## src/rtl/stereo_sample_packer_if.sv

```systemverilog
// stereo_sample_packer_if: bundle of the stereo packer's upstream subframe inputs and downstream FIFO handshake
//   master: drives din/vin, dauxin/vauxin, channel, kill, ovf_clr, out_ready; observes the FIFO head and status
//   slave : the packer itself; consumes subframe strobes, presents out_left/out_right/out_valid/level/pair_err/overflow
interface stereo_sample_packer_if #(
    parameter int DEPTH = 16,
    parameter int LW = $clog2(DEPTH) + 1
);
    logic [19:0] din;
    logic vin;
    logic [3:0] dauxin;
    logic vauxin;
    logic channel;
    logic kill;
    logic ovf_clr;
    logic out_ready;
    logic [23:0] out_left;
    logic [23:0] out_right;
    logic out_valid;
    logic [LW-1:0] level;
    logic pair_err;
    logic overflow;
    modport master (
        output din, vin, dauxin, vauxin, channel, kill, ovf_clr, out_ready,
        input out_left, out_right, out_valid, level, pair_err, overflow
    );
    modport slave (
        input din, vin, dauxin, vauxin, channel, kill, ovf_clr, out_ready,
        output out_left, out_right, out_valid, level, pair_err, overflow
    );
endinterface

```

## src/rtl/stereo_sample_packer.sv

```systemverilog
// stereo_sample_packer: pairs channel-A/B subframes into stereo words and queues them in a DEPTH-entry FIFO
//   clk : receive-domain clock
//   rst : asynchronous active-low reset
//   bus : stereo_sample_packer_if.slave (subframe inputs, kill, ovf_clr, out_ready in; FIFO head, level, pair_err, overflow out)
//   PACKER_AUX_EN defined: aux nibble latched into the low 4 bits of each word; undefined: low nibble is zero
module stereo_sample_packer #(
    parameter int DEPTH = 16,
    parameter int LW = $clog2(DEPTH) + 1
) (
    input logic clk,
    input logic rst,
    stereo_sample_packer_if.slave bus
);
    typedef enum logic {WAIT_A, WAIT_B} state_t;
    state_t state;
    logic [23:0] left_q;
    logic [47:0] mem [DEPTH];
    logic [LW-1:0] wr_ptr, rd_ptr, level_q;
    logic pair_err_q, overflow_q;
    logic [23:0] word;
    logic vin_ok, push, full, empty, pop, wr_en, drop;
`ifdef PACKER_AUX_EN
    logic [3:0] aux_q;
    always_ff @(posedge clk or negedge rst)
        if (!rst) aux_q <= '0;
        else if (bus.kill || bus.vin) aux_q <= '0;
        else if (bus.vauxin) aux_q <= bus.dauxin;
    assign word = {bus.din, aux_q};
`else
    logic unused_aux;
    assign unused_aux = ^{bus.dauxin, bus.vauxin};
    assign word = {bus.din, 4'h0};
`endif
    assign vin_ok = bus.vin && !bus.kill;
    assign push = vin_ok && state == WAIT_B && bus.channel;
    assign empty = wr_ptr == rd_ptr;
    // pointers carry one extra wrap bit: equal low bits with differing MSB means full
    assign full = (wr_ptr ^ rd_ptr) == {1'b1, {(LW-1){1'b0}}};
    assign pop = !empty && bus.out_ready;
    // a pop in the same cycle frees the slot, so a full FIFO still accepts the pair
    assign wr_en = push && (!full || pop);
    assign drop = push && full && !pop;
    always_ff @(posedge clk or negedge rst) begin
        if (!rst) begin
            state <= WAIT_A;
            left_q <= '0;
            pair_err_q <= 1'b0;
        end else begin
            pair_err_q <= vin_ok && (state == WAIT_A ? bus.channel : !bus.channel);
            if (bus.kill) begin
                state <= WAIT_A;
                left_q <= '0;
            end else if (bus.vin) begin
                if (!bus.channel) begin
                    left_q <= word;
                    state <= WAIT_B;
                end else begin
                    state <= WAIT_A;
                end
            end
        end
    end
    always_ff @(posedge clk)
        if (wr_en) mem[wr_ptr[LW-2:0]] <= {left_q, word};
    always_ff @(posedge clk or negedge rst) begin
        if (!rst) begin
            wr_ptr <= '0;
            rd_ptr <= '0;
            level_q <= '0;
            overflow_q <= 1'b0;
        end else begin
            if (wr_en) wr_ptr <= wr_ptr + 1'b1;
            if (pop) rd_ptr <= rd_ptr + 1'b1;
            level_q <= level_q + LW'(wr_en) - LW'(pop);
            overflow_q <= drop || (overflow_q && !bus.ovf_clr);
        end
    end
    assign bus.out_valid = !empty;
    assign bus.out_left = empty ? 24'h0 : mem[rd_ptr[LW-2:0]][47:24];
    assign bus.out_right = empty ? 24'h0 : mem[rd_ptr[LW-2:0]][23:0];
    assign bus.level = level_q;
    assign bus.pair_err = pair_err_q;
    assign bus.overflow = overflow_q;
endmodule
```

## src/flat_wrapper.sv

```systemverilog
// flat-port wrapper written by rule: the top's interface ports become plain ports
module stereo_sample_packer_flat 
#(
    parameter int DEPTH = 16,
    parameter int LW = $clog2(DEPTH) + 1
)
  (clk, rst, bus_din, bus_vin, bus_dauxin, bus_vauxin, bus_channel, bus_kill, bus_ovf_clr, bus_out_ready, bus_out_left, bus_out_right, bus_out_valid, bus_level, bus_pair_err, bus_overflow);
  stereo_sample_packer_if #(.DEPTH(DEPTH), .LW(LW)) bus_i ();
  input logic clk;
  input logic rst;
  input wire logic [$bits(bus_i.din)-1:0] bus_din;
  input wire logic [$bits(bus_i.vin)-1:0] bus_vin;
  input wire logic [$bits(bus_i.dauxin)-1:0] bus_dauxin;
  input wire logic [$bits(bus_i.vauxin)-1:0] bus_vauxin;
  input wire logic [$bits(bus_i.channel)-1:0] bus_channel;
  input wire logic [$bits(bus_i.kill)-1:0] bus_kill;
  input wire logic [$bits(bus_i.ovf_clr)-1:0] bus_ovf_clr;
  input wire logic [$bits(bus_i.out_ready)-1:0] bus_out_ready;
  output wire logic [$bits(bus_i.out_left)-1:0] bus_out_left;
  output wire logic [$bits(bus_i.out_right)-1:0] bus_out_right;
  output wire logic [$bits(bus_i.out_valid)-1:0] bus_out_valid;
  output wire logic [$bits(bus_i.level)-1:0] bus_level;
  output wire logic [$bits(bus_i.pair_err)-1:0] bus_pair_err;
  output wire logic [$bits(bus_i.overflow)-1:0] bus_overflow;
  assign bus_i.din = bus_din;
  assign bus_i.vin = bus_vin;
  assign bus_i.dauxin = bus_dauxin;
  assign bus_i.vauxin = bus_vauxin;
  assign bus_i.channel = bus_channel;
  assign bus_i.kill = bus_kill;
  assign bus_i.ovf_clr = bus_ovf_clr;
  assign bus_i.out_ready = bus_out_ready;
  assign bus_out_left = bus_i.out_left;
  assign bus_out_right = bus_i.out_right;
  assign bus_out_valid = bus_i.out_valid;
  assign bus_level = bus_i.level;
  assign bus_pair_err = bus_i.pair_err;
  assign bus_overflow = bus_i.overflow;
  stereo_sample_packer #(.DEPTH(DEPTH), .LW(LW)) u_core (.clk(clk), .rst(rst), .bus(bus_i));
endmodule
```

## config.mk

```make
export PLATFORM = sky130hd
export DESIGN_NAME = stereo_sample_packer_flat
export DESIGN_NICKNAME = d
export VERILOG_FILES = /design/src/rtl/stereo_sample_packer_if.sv /design/src/rtl/stereo_sample_packer.sv /design/src/flat_wrapper.sv
export SDC_FILE = /design/constraint.sdc
export NUM_CORES = 1
export LEC_CHECK = 0
export ABC_AREA = 1
export BUFFER_PORTS_ARGS = -buffer_cell sky130_fd_sc_hd__clkbuf_2
export CORE_UTILIZATION = 50
export CTS_CLUSTER_DIAMETER = 200
export CTS_CLUSTER_SIZE = 12
export DETAILED_ROUTE_END_ITERATION = 12
export GPL_ROUTABILITY_DRIVEN = 0
export PLACE_DENSITY = 0.64
export SYNTH_ARGS = -nofsm -noshare
export SYNTH_HDL_FRONTEND = slang
export SYNTH_SLANG_ARGS = --single-unit
```

## constraint.sdc

```tcl
create_clock -name clk -period 4.3 [get_ports clk]
set_input_delay 0.43 -clock clk [delete_from_list [all_inputs] [get_ports clk]]
set_output_delay 0.43 -clock clk [all_outputs]
set_load 0.03 [all_outputs]
```

==> reports/results.ini <==
[critical_path]
critPathRequiredTime_ns = 3.87
cpPeakStageDelay_ns = 0.70
worst_path_max_delay_cell = dfrtp_4
cp.arrival_ns = 3.47
endpoint_kind = output pin
cpMostUsedCell = nand2_1
cp-start-kind = flip-flop
path_cells = inv_8, buf_4, nand2_1, nand2_1, nand2_1, nand3_1, nand3_1, a21oi_2, clkbuf_2
cp_max_fo = 135
crit_type = flip-flop to output pin

[clock_network]
clockRootBuffer = clkbuf_16
htreeDepth = 3
ctsLongestPathBuffers = 3
clk_pin_slew_worst_paths_ns = 0.06
clk_latency_ns = 0.60
cts_tree = done
cts_made_buffers = 66
cts_sinks = 678

[pwr]
power.density_nw_per_um2 = 596
peakVddDrop_uv = 555
p_leak_uw = 0.0141

[sta]
tightestPinTransition_ns = 1.24
skew_ns = 0.0224
period_share = 0.908
rsz0062_at_grt = false
setup_viol = 0
hold_viol = 0
fin_setup_tns_ns = 0
max_freq_ghz = 0.256
hold-worst-slack_ns = 0.0586
period_needed_ns = 3.90
maxSlewViolCount = 0
relSlewSlack = 0.174

[synthesis]
syn_area_um2 = 29700
synthArstFlopShare = 0.0560
synthTopCellsByArea = edfxtp_1 65%, nand2_1 14%, inv_1 6.1%
synth.most_common_cell = nand2_1
synth_edf_count = 640
yosys.area.top_type = edfxtp_1
syn_avg_cell_area_um2 = 10.2
synth_ff_type = edfxtp_1
synth_top_area_frac = 0.647
ys_ff_latch = 678
ys_top_cells_by_count = 1123 x nand2_1, 640 x edfxtp_1, 483 x inv_1, 354 x nand3_1, 63 x buf_2
ys_seq_area_frac = 0.679
netlist-cell-type-count = 28
yosys_warnings = 0
syn_inst = 2913

[status]
status = completed

[place]
numPortBuffers = 74
placed_area_um2 = 30900
dp_hpwl_um = 36700

[layout]
fillerInstances = 4853
syn_to_final_growth_pct = 10.4
num_antenna_cells = 0
regArea_um2 = 20200
fin_area_um2 = 32800
multi_input_area_um2 = 7060
drive_gt1_frac = 0.0880
fin_nets = 3002

[die]
die_area_um2 = 60400
die_y_um = 246
core_um2 = 58900
die_w_um = 246
fp-row-count = 89
ios = 88
start_util = 0.505

[global_route]
grt_max_degree = 203
antenna_found_initial = 1
grt_usage = 0.236
grt_pass1_vias = 18500
grt.overflow.total = 0
grt_pass1_wl_um = 107000

[routing]
vias_per_cell = 5.13
drt-wirelength-per-cell_um = 18.7
post-route-drc-count = 0
drt-total-wl_um = 70200
antenna_left = 0
vias = 19300
dr.pass1.iters = 5
dr.first_iter.drc_count = 1640

[hold_path]
hp-class = primary input to flip-flop

[run]
max-cap-violations = 0

state kept, by name (all words and copies together) (netlist names):
| name | cells |
|---|---|
| u_core.bus.level | 5 |
| u_core.bus.overflow | 1 |
| u_core.bus.pair_err | 1 |
| u_core.left_q | 20 |
| u_core.mem | 640 |
| u_core.rd_ptr | 5 |
| u_core.state | 1 |
| u_core.wr_ptr | 5 |
critical path: cells and delay by family (launching register included):
family,cells,cell delay (ns)
buf+inv,3,1.32
simple gates,5,0.44
compound gates,1,0.20
flops,1,0.70
cell families (layout without fill, tap and decap cells):
group,count (synthesis),count (layout),synth area share
and+or+nand+nor,1506,1506,0.207
DFF,678,678,0.679
buffers and inverters,635,703,0.0888
AOI/OAI and AO/OA,67,67,0.0165
xor gates and xnor gates,15,15,0.00442
adders and majority gates,11,11,0.00488
other,1,8,0.000126
final timing paths:
kind	start	endpoint	slack, ns	cells past startpoint
min in group asynchronous	rst	u_core.bus.level[1]	0.45	3
hold reg to reg	u_core.wr_ptr[4]	u_core.wr_ptr[4]	0.54	2
setup / recovery	u_core.rd_ptr[0]	bus_out_right[22]	0.40	9
setup reg to reg	u_core.rd_ptr[1]	u_core.mem[4][28]	0.98	6
max in group asynchronous	rst	u_core.rd_ptr[0]	3.39	3
hold / removal	bus_vin	u_core.state	0.06	2
routing by layer:
layer	share of wire	global-route usage	routed length, µm
met1	0.42	0.307	29400
met2	0.50	0.406	35100
met3	0.057	0.0382	4030
met4	0.024	0.0712	1710
met5	0.00017	0	12
what timing repair did:
item	in CTS	in global routing
hold buffers	2	0
hold endpoints to repair	39	0
buffers inserted	0	0
resized for setup	0	0
stage by stage:
| stage | util | setup slack, ns | cells | power, µW |
|---|---|---|---|---|
| final | 0.557 | 0.398 | 3761 | 19600 |
| after floorplan | - | 1.00 | 2920 | 12700 |
| after global placement | 0.525 | 1.02 | 3662 | 14500 |
| after CTS | 0.557 | 0.387 | 3761 | 19700 |
| after global routing | 0.557 | 0.216 | 3761 | 20600 |
| after detailed placement | 0.525 | 1.00 | 3662 | 14500 |
layout make-up:
type	instances	area share
tap	773	0.0295
clock inverter	3	0.000801
inverter	487	0.0562
clock buffer	94	0.0555
multi-input combinational	1607	0.215
sequential	678	0.615
timing repair buffer	119	0.0278
cells in the final DEF (no fill, tap or decap), drive strengths merged, types with 2 or more instances in the layout:
cell            n
a21oi          43
buf            43
clkbuf        168
conb            8
dfrtp          38
dlygate4sd3     2
edfxtp        640
ha             10
inv           489
nand2        1125
nand3         356
nor2           25
o21ai          21
xnor2           5
xor2           10
power by group:
part,internal [µW],total (µW),switching (µW)
registers,7300,7550,254
logic,1920,6790,4870
clock network,2920,5220,2310
(Power assumes the default switching activity.)
